### src/rtl/ex_mem_buffer.sv
// ---------------------------------------------------------------------------
// ex_mem_buffer
//   EX->MEM pipeline buffer. This is a small in-order FIFO that sits directly
//   behind the ALU/FPU stage.
//   - It captures each completed EX result.
//   - It presents those results to MEM in the order they arrived.
//   - It stalls EX when full, so that long FPU operations and slow memory
//     accesses can overlap without dropping any result.
//
// Ports
//   clk, rstn          clock (rising edge), async active-low reset
//   ex_valid           EX holds an instruction this cycle
//   alu_ready          ALU/FPU result is final
//   alu_result_ex      result value
//   branch_alu         branch condition flag
//   write_data_ex      store data
//   rd_ex              destination register
//   reg_write_ex       register-file write enable
//   mem_read_ex        load
//   mem_write_ex       store
//   flush              discard every buffered entry
//   data_ready_mem     MEM consumes the head entry this cycle
//   ex_stall           EX must hold its instruction
//   mem_valid          head entry valid
//   *_mem              head entry fields (control fields qualified by mem_valid)
//   count              occupancy, 0..DEPTH
// ---------------------------------------------------------------------------
module ex_mem_buffer #(
  parameter int XLEN  = 32,
  parameter int DEPTH = 2
) (
  input  logic                       clk,
  input  logic                       rstn,
  input  logic                       ex_valid,
  input  logic                       alu_ready,
  input  logic [XLEN-1:0]            alu_result_ex,
  input  logic                       branch_alu,
  input  logic [XLEN-1:0]            write_data_ex,
  input  logic [4:0]                 rd_ex,
  input  logic                       reg_write_ex,
  input  logic                       mem_read_ex,
  input  logic                       mem_write_ex,
  input  logic                       flush,
  input  logic                       data_ready_mem,
  output logic                       ex_stall,
  output logic                       mem_valid,
  output logic [XLEN-1:0]            alu_result_mem,
  output logic                       branch_mem,
  output logic [XLEN-1:0]            write_data_mem,
  output logic [4:0]                 rd_mem,
  output logic                       reg_write_mem,
  output logic                       mem_read_mem,
  output logic                       mem_write_mem,
  output logic [$clog2(DEPTH):0]     count
);

  localparam int PW = $clog2(DEPTH);
  localparam int CW = PW + 1;

  logic [PW-1:0]   r_wr_ptr;
  logic [PW-1:0]   r_rd_ptr;
  logic [CW-1:0]   r_count;

  logic [XLEN-1:0] r_result [DEPTH];
  logic            r_branch [DEPTH];
  logic [XLEN-1:0] r_wdata  [DEPTH];
  logic [4:0]      r_rd     [DEPTH];
  logic            r_rw     [DEPTH];
  logic            r_mr     [DEPTH];
  logic            r_mw     [DEPTH];

  logic w_full;
  logic w_empty;
  logic w_push;
  logic w_pop;

  assign w_full  = (r_count == CW'(DEPTH));
  assign w_empty = (r_count == '0);

  // The push decision deliberately ignores data_ready_mem. A full buffer
  // refuses a push even when MEM pops in the same cycle, which keeps any
  // combinational path from MEM back into EX out of the design.
  assign w_push = ex_valid & alu_ready & ~w_full & ~flush;
  assign w_pop  = ~w_empty & data_ready_mem & ~flush;

  assign ex_stall = ex_valid & (~alu_ready | w_full | flush);

  // Pointers are PW bits wide; DEPTH is a power of two, so they wrap on
  // their own.
  always_ff @(posedge clk or negedge rstn) begin
    if (!rstn) begin
      r_wr_ptr <= '0;
      r_rd_ptr <= '0;
      r_count  <= '0;
    end else if (flush) begin
      r_wr_ptr <= '0;
      r_rd_ptr <= '0;
      r_count  <= '0;
    end else begin
      if (w_push) r_wr_ptr <= r_wr_ptr + 1'b1;
      if (w_pop)  r_rd_ptr <= r_rd_ptr + 1'b1;
      r_count <= r_count + CW'(w_push) - CW'(w_pop);
    end
  end

  // Entry storage is not reset. Stale contents can never be seen, because
  // the head outputs only count while mem_valid is high.
  always_ff @(posedge clk) begin
    if (w_push) begin
      r_result[r_wr_ptr] <= alu_result_ex;
      r_branch[r_wr_ptr] <= branch_alu;
      r_wdata[r_wr_ptr]  <= write_data_ex;
      r_rd[r_wr_ptr]     <= rd_ex;
      r_rw[r_wr_ptr]     <= reg_write_ex;
      r_mr[r_wr_ptr]     <= mem_read_ex;
      r_mw[r_wr_ptr]     <= mem_write_ex;
    end
  end

  assign mem_valid      = ~w_empty;
  assign alu_result_mem = r_result[r_rd_ptr];
  assign branch_mem     = r_branch[r_rd_ptr];
  assign write_data_mem = r_wdata[r_rd_ptr];
  assign rd_mem         = r_rd[r_rd_ptr];
  assign reg_write_mem  = r_rw[r_rd_ptr] & ~w_empty;
  assign mem_read_mem   = r_mr[r_rd_ptr] & ~w_empty;
  assign mem_write_mem  = r_mw[r_rd_ptr] & ~w_empty;
  assign count          = r_count;

endmodule

### config.mk
export PLATFORM = sky130hd
export DESIGN_NAME = ex_mem_buffer
export DESIGN_NICKNAME = d
export VERILOG_FILES = /design/src/rtl/ex_mem_buffer.sv
export SDC_FILE = /design/constraint.sdc
export NUM_CORES = 1
export LEC_CHECK = 0
export ABC_AREA = 1
export CORE_AREA = 3 3 120 122
export DETAILED_ROUTE_END_ITERATION = 10
export DIE_AREA = 0 0 123 125
export PLACE_DENSITY = 0.83
export RECOVER_POWER = 25
export SLEW_MARGIN = 40
export SYNTH_ARGS = -nofsm -noshare
export SYNTH_HDL_FRONTEND = slang
export SYNTH_SLANG_ARGS = --single-unit
### constraint.sdc
create_clock -name clk -period 8.8 [get_ports clk]
set_clock_uncertainty 0.15 [all_clocks]
set_input_delay 1.76 -clock clk [delete_from_list [all_inputs] [get_ports clk]]
set_output_delay 1.76 -clock clk [all_outputs]
set_load 0.02 [all_outputs]
==> results of run 1 <==
[cell type report]
class / instances / area (sq um)
Antenna cell: 1 / 2.502
Clock buffer: 22 / 444.2
Clock inverter: 9 / 176.4
Fill cell: 997 / 5346
Inverter: 12 / 48.80
Multi-Input combinational cell: 243 / 954.7
Sequential cell: 150 / 4486
Tap cell: 176 / 220.2
Timing Repair Buffer: 160 / 1617
[routing by layer]
metal / track usage (%) / share of wire (%)
met1: 18.82 / 39
met2: 28.53 / 53
met3: 5.149 / 6.3
met4: 6.840 / 1.0
met5: 0 / 0.11
[through the flow]
step,power [W],hold slack (ps)
finish,0.001812,393.5
global route,0.001876,445.4
CTS,0.001833,394.2
detailed placement,0.001070,375.1
global placement,0.001065,348.1
floorplan,0.0009432,329.3
[worst max-delay path, delay by kind of cell]
kind	cells	cell delay [ps]
AOI/OAI and AO/OA	1	180
buffers and inverters	3	1250
[registers in the layout, summed over array words and instances, names as in the netlist]
name      count
count         2
r_branch      2
r_mr          2
r_mw          2
r_rd         10
r_rd_ptr      1
r_result     64
r_rw          2
r_wdata      64
r_wr_ptr      1
[cells by family after synthesis]
group | after synthesis | share of synthesized area (%)
buffers and inverters | 28 | 3.254
AND/OR/NAND/NOR | 236 | 15.96
AO/OA/AOI/OAI | 5 | 0.4681
flip-flops | 150 | 79.88
adder cells (fa/ha/maj) | 2 | 0.4457
[final timing paths]
path                                       from                       end  slack, ps
max                                       flush                  ex_stall       3700
min                        r_wr_ptr$_DFFE_PN0P_      r_wr_ptr$_DFFE_PN0P_        390
min in group asynchronous                  rstn        count[0]$_DFF_PN0_       1470
min reg2reg                r_wr_ptr$_DFFE_PN0P_      r_wr_ptr$_DFFE_PN0P_        390
max reg2reg                  count[0]$_DFF_PN0_  r_wdata[0][28]$_DFFE_PP_       6450
max in group asynchronous                  rstn      r_rd_ptr$_DFFE_PN0P_       6840
[power by group through the flow]
stage / clock, W / combinational [W] / sequential (W)
2_1_floorplan: 0 / 0.000118 / 0.000825
3_3_place_gp: 0 / 0.000242 / 0.000823
3_5_place_dp: 0 / 0.000247 / 0.000824
4_1_cts: 0.000776 / 0.000249 / 0.000809
5_1_grt: 0.000806 / 0.000260 / 0.000810
6_report: 0.000762 / 0.000241 / 0.000809
[cells in the final DEF, fill, tap and decap left out, types with 2 or more instances in the layout]
cell type          n
clkdlybuf4s50_1  106
inv_1             10
nor2_1             3
dlygate4sd3_1     49
edfxtp_1         146
bufinv_16          5
nand3_1            4
a21oi_1            4
dfrtp_1            3
ha_1               2
buf_4              3
clkbuf_16         17
clkinv_2           3
nand4_1            2
nand2_1          226
clkbuf_1           5
==> qor.yml, run 1 <==
detailed_routing:
  final_antenna_net_count: 0
  routed_via_density: 4.642
  wl_per_cell_microns: 15.81
  drt-initial-drc-count: 255
  dr.pass1.iters: 5
  num_vias: 3588
  drc: 0
  wl_microns: 12220
die:
  die_y_microns: 125
  num_rows: 42
  die_area_sq_mm: 0.01538
  die_w_microns: 123
  initial_core_util_pct: 42.23
  core_sq_mm: 0.01330
  io_pins: 156
cells_and_area:
  stdcell_area_sq_mm: 0.007949
  nets: 665
  drive_gt1_share_pct: 5.872
  utilization_pct: 59.79
  syn2layout_area_growth_pct: 41.59
  final_cells: 773
cts:
  cts_buffers: 17
  clk_latency_ps: 410
  cts-root-buf: "clkbuf_16"
  cts_hold_buffers: 0
  cts_buffer_depth: 2
  cts_resized: 0
  clock-sinks: 150
  cts_htree_levels: 4
  postCtsSetupBuffers: 0
  cts_tree: "yes"
  cts.reportedPaths.clkPinSlew_ps: 50
yosys:
  avgSynthCellArea_sq_um: 13.34
  syn_area_sq_mm: 0.005614
  post-synth-top-count-cell: "nand2_1"
  syn_inst: 421
  synth_edf_count: 146
  yosys.area.top_type_share_pct: 78.09
  syn_nets: 502
  synth_cell_types: 14
  synthTopCellsByCount: "nand2_1 (226), edfxtp_1 (146), inv_1 (11), buf_4 (8), buf_6 (6)"
  synth_seq_area_share_pct: 79.88
  yosys_warnings: 0
  synthArstFlopShare_pct: 2.667
  synth_area_leaders: "edfxtp_1 (78%), nand2_1 (15%), dfrtp_1 (1.8%)"
  yosysTopAreaCell: "edfxtp_1"
  ys_ff_latch: 150
  ys.flop_type: "edfxtp_1"
status:
  status: "completed"
hold_path:
  worstHoldPathType: "reg -> reg"
  min_path_cells: 2
timing:
  min_period_over_period_pct: 58.00
  timing_hold_violations_final: 0
  relSlewSlack_pct: 46.91
  drv_slew: 0
  grt_setup_unrepaired: "false"
  setup_violations: 0
  fin_setup_tns_ps: 0
  period_needed_ps: 5104
  max_slew.worst_pin.slew_ps: 796.3
  worst_slack_ps: 3696
  fmax_mhz: 195.9
critical_path:
  critPathMostFrequentCell: "clkdlybuf4s50_1"
  path_cells: "clkdlybuf4s50_1 -> inv_1 -> a31oi_1 -> clkdlybuf4s50_1"
  end_kind: "primary output"
  r2r_cells: 5
  arrival_ps: 3190
  slowest_delay_ps: 630
  timing_worst_setup_path_type: "in -> out"
  critPathSlowestCell: "clkdlybuf4s50_1"
  worstPathRequired_ps: 6890
  cp-start-kind: "input pin"
  critPathMaxFanout: 7
power_and_ir_drop:
  pwr-share-clk_pct: 42.0
  p_int_w: 0.001412
  leakage_nw: 3.049
  comb_power_share_pct: 13.3
  seqPwrFrac_pct: 44.7
  power.net_switching_w: 0.0004001
  power_density_mw_per_mm2: 228.0
  ir_drop_v: 0.0001409
  p_sw_share_pct: 22.08
place:
  portBuffers: 155
  dp.cells: 741
  dpl_cell_area_sq_mm: 0.007325
  pre_cts_ws_ps: 3711
  gp_congestion: 0.7589
  dpl.hpwl_microns: 7756
global_routing:
  grt_max_degree: 76
  grt_pass1_vias: 3769
  grt_pass1_wl_microns: 19200
  grt_overflow: 0
  grt.total_usage_pct: 16.50
  antenna_found_initial: 2
run:
  cap_viol_max_count: 0
Note: power is estimated with default switching activity, not from simulation.
==> run 2: changes to the inputs <==
- PLACE_DENSITY: 0.83 -> 0.85
- clock period: 8.8 -> 4.15 ns (I/O delays scaled with it)
==> qor.yml, run 2 (synthesis results as in run 1) <==
cells_and_area:
  reg_top3: "r_result: 64 flops, r_wdata: 64 flops, r_rd: 10 flops"
  syn2layout_area_growth_pct: 41.79
  nets: 665  # unchanged
  layout_common_cells: "nand2_1 (226), edfxtp_1 (146), clkdlybuf4s50_1 (107)"
  drive_gt1_share_pct: 6.376  # +0.50 points
  final_cells: 775  # +0.26%
  mostFrequentLayoutCell: "nand2_1"
hold_path:
  min_path_cells: 2  # unchanged
  worstHoldPathType: "reg -> reg"
die:
  initial_core_util_pct: 42.23  # unchanged
  die_w_microns: 123  # unchanged
  die_y_microns: 125  # unchanged
  die_area_sq_mm: 0.01538  # unchanged
  core_sq_mm: 0.01330  # unchanged
  io_pins: 156  # unchanged
  num_rows: 42  # unchanged
critical_path:
  arrival_ps: 2380  # -810 ps
  r2r_setup_slack_ps: 2010  # -4440 ps
  path_cells: "buf_4 -> nand2_1 -> a21oi_1 -> clkdlybuf4s50_1"
  cp-start-kind: "flip-flop"
  path_buf_inv: 2  # -1
  path_depth: 4  # unchanged
  critPathSlowestCell: "clkdlybuf4s50_1"
  timing_worst_setup_path_type: "reg -> out"
  critPathMaxFanout: 74  # +67
  end_kind: "primary output"
  worstPathRequired_ps: 3170  # -3720 ps
  slowest_delay_ps: 650  # +20 ps
  crit_family: "buffers and inverters"
  r2r_cells: 5  # unchanged
global_routing:
  grt_pass1_wl_microns: 18830  # -1.9%
  antenna_found_initial: 1  # -1
  grt_pass1_vias: 3818  # +1.3%
  grt_overflow: 0  # unchanged
  grt_max_degree: 75  # -1.3%
  grt.total_usage_pct: 15.82  # -0.69 points
timing:
  drv_slew: 0  # unchanged
  grt_setup_unrepaired: "false"
  timing_hold_violations_final: 0  # unchanged
  relSlewSlack_pct: 48.53  # +1.6 points
  min_period_over_period_pct: 80.90
  max_slew.worst_pin.slew_ps: 772.1  # -24.24 ps
  fin_setup_tns_ps: 0  # unchanged
  worst_slack_ps: 792.6  # -2903 ps
  period_needed_ps: 3357
  fmax_mhz: 297.9
  whs_ps: 387.1  # -6.359 ps
  setup_violations: 0  # unchanged
place:
  portBuffers: 155  # unchanged
  pre_cts_ws_ps: 921.1  # -2790 ps
  dpl.hpwl_microns: 7594  # -2.1%
  dp.cells: 741  # unchanged
  gp_congestion: 0.7914  # +4.3%
detailed_routing:
  dr.pass1.iters: 4  # -1
  final_antenna_net_count: 0  # unchanged
  wl_microns: 11680  # -4.4%
  drc: 0  # unchanged
  num_vias: 3618  # +0.84%
  routed_via_density: 4.668  # +0.58%
  wl_per_cell_microns: 15.08  # -4.6%
  drt-initial-drc-count: 245  # -3.9%
cts:
  clk_latency_ps: 400  # about the same
  cts-root-buf: "clkbuf_16"
  cts_tree: "yes"
  clock-sinks: 150  # unchanged
  cts_hold_buffers: 0  # unchanged
  cts_buffer_depth: 2  # unchanged
  postCtsSetupBuffers: 0  # unchanged
  cts_htree_levels: 4  # unchanged
  cts_buffers: 17  # unchanged
  cts.reportedPaths.clkPinSlew_ps: 60  # about the same
  cts_resized: 0  # unchanged
power_and_ir_drop:
  leakage_nw: 3.051  # about the same
  power_density_mw_per_mm2: 484.1  # +110%
  ir_drop_v: 0.0002583  # +83%
status:
  status: "completed"
run:
  cap_viol_max_count: 0  # unchanged
-- run 2: layout make-up --
| cell class | instances | area (sq um) |
|---|---|---|
| diodes | 3 | 7.507 |
| clock buffers | 17 | 425.4 |
| clock inverters | 14 | 207.7 |
| fillers | 1006 | 5335 |
| inverters | 12 | 45.04 |
| multi-input cells | 243 | 954.7 |
| flip-flops and latches | 150 | 4486 |
| well taps | 176 | 220.2 |
| repair buffers | 160 | 1614 |
-- run 2: worst register-to-register path, cell delays in order (launching register included) --
cell and delay (ps):
dfrtp_1 380, inv_1 70, nand2_1 120, nand4_1 150, inv_2 460, buf_4 470
-- run 2: path summary, 6_finish.rpt --
| kind | from | end |
|---|---|---|
| setup / recovery | r_rd_ptr$_DFFE_PN0P_ | reg_write_mem |
| min in group asynchronous | rstn | count[0]$_DFF_PN0_ |
| setup reg to reg | count[0]$_DFF_PN0_ | r_wdata[0][6]$_DFFE_PP_ |
| max in group asynchronous | rstn | r_rd_ptr$_DFFE_PN0P_ |
| hold reg to reg | r_wr_ptr$_DFFE_PN0P_ | r_wr_ptr$_DFFE_PN0P_ |
| hold / removal | r_wr_ptr$_DFFE_PN0P_ | r_wr_ptr$_DFFE_PN0P_ |
-- run 2: routing by layer --
metal | global-route usage [%] | part of all wire, % | vias up
li1 | - | - | 1751
met1 | 18.28 | 40 | 1736
met2 | 27.40 | 52 | 121
met3 | 5.510 | 7.0 | 10
met4 | 5.081 | 0.98 | 0
met5 | 0 | 0 | -
-- run 2: through the flow --
stage,utilization (%),instance area [sq um],power [W]
floorplan,-,5617,0.002000
global placement,55.05,7320,0.002261
detailed placement,55.05,7320,0.002273
CTS,59.82,7953,0.003900
global route,59.83,7955,0.004001
finish,59.87,7960,0.003853
-- run 2: power by group --
group	internal, W	leakage (nW)	total [W]	switching [W]
Sequential	0.00170	1.38	0.00172	0.0000107
Clock	0.00106	0.300	0.00163	0.000567
Combinational	0.000229	1.37	0.000512	0.000283
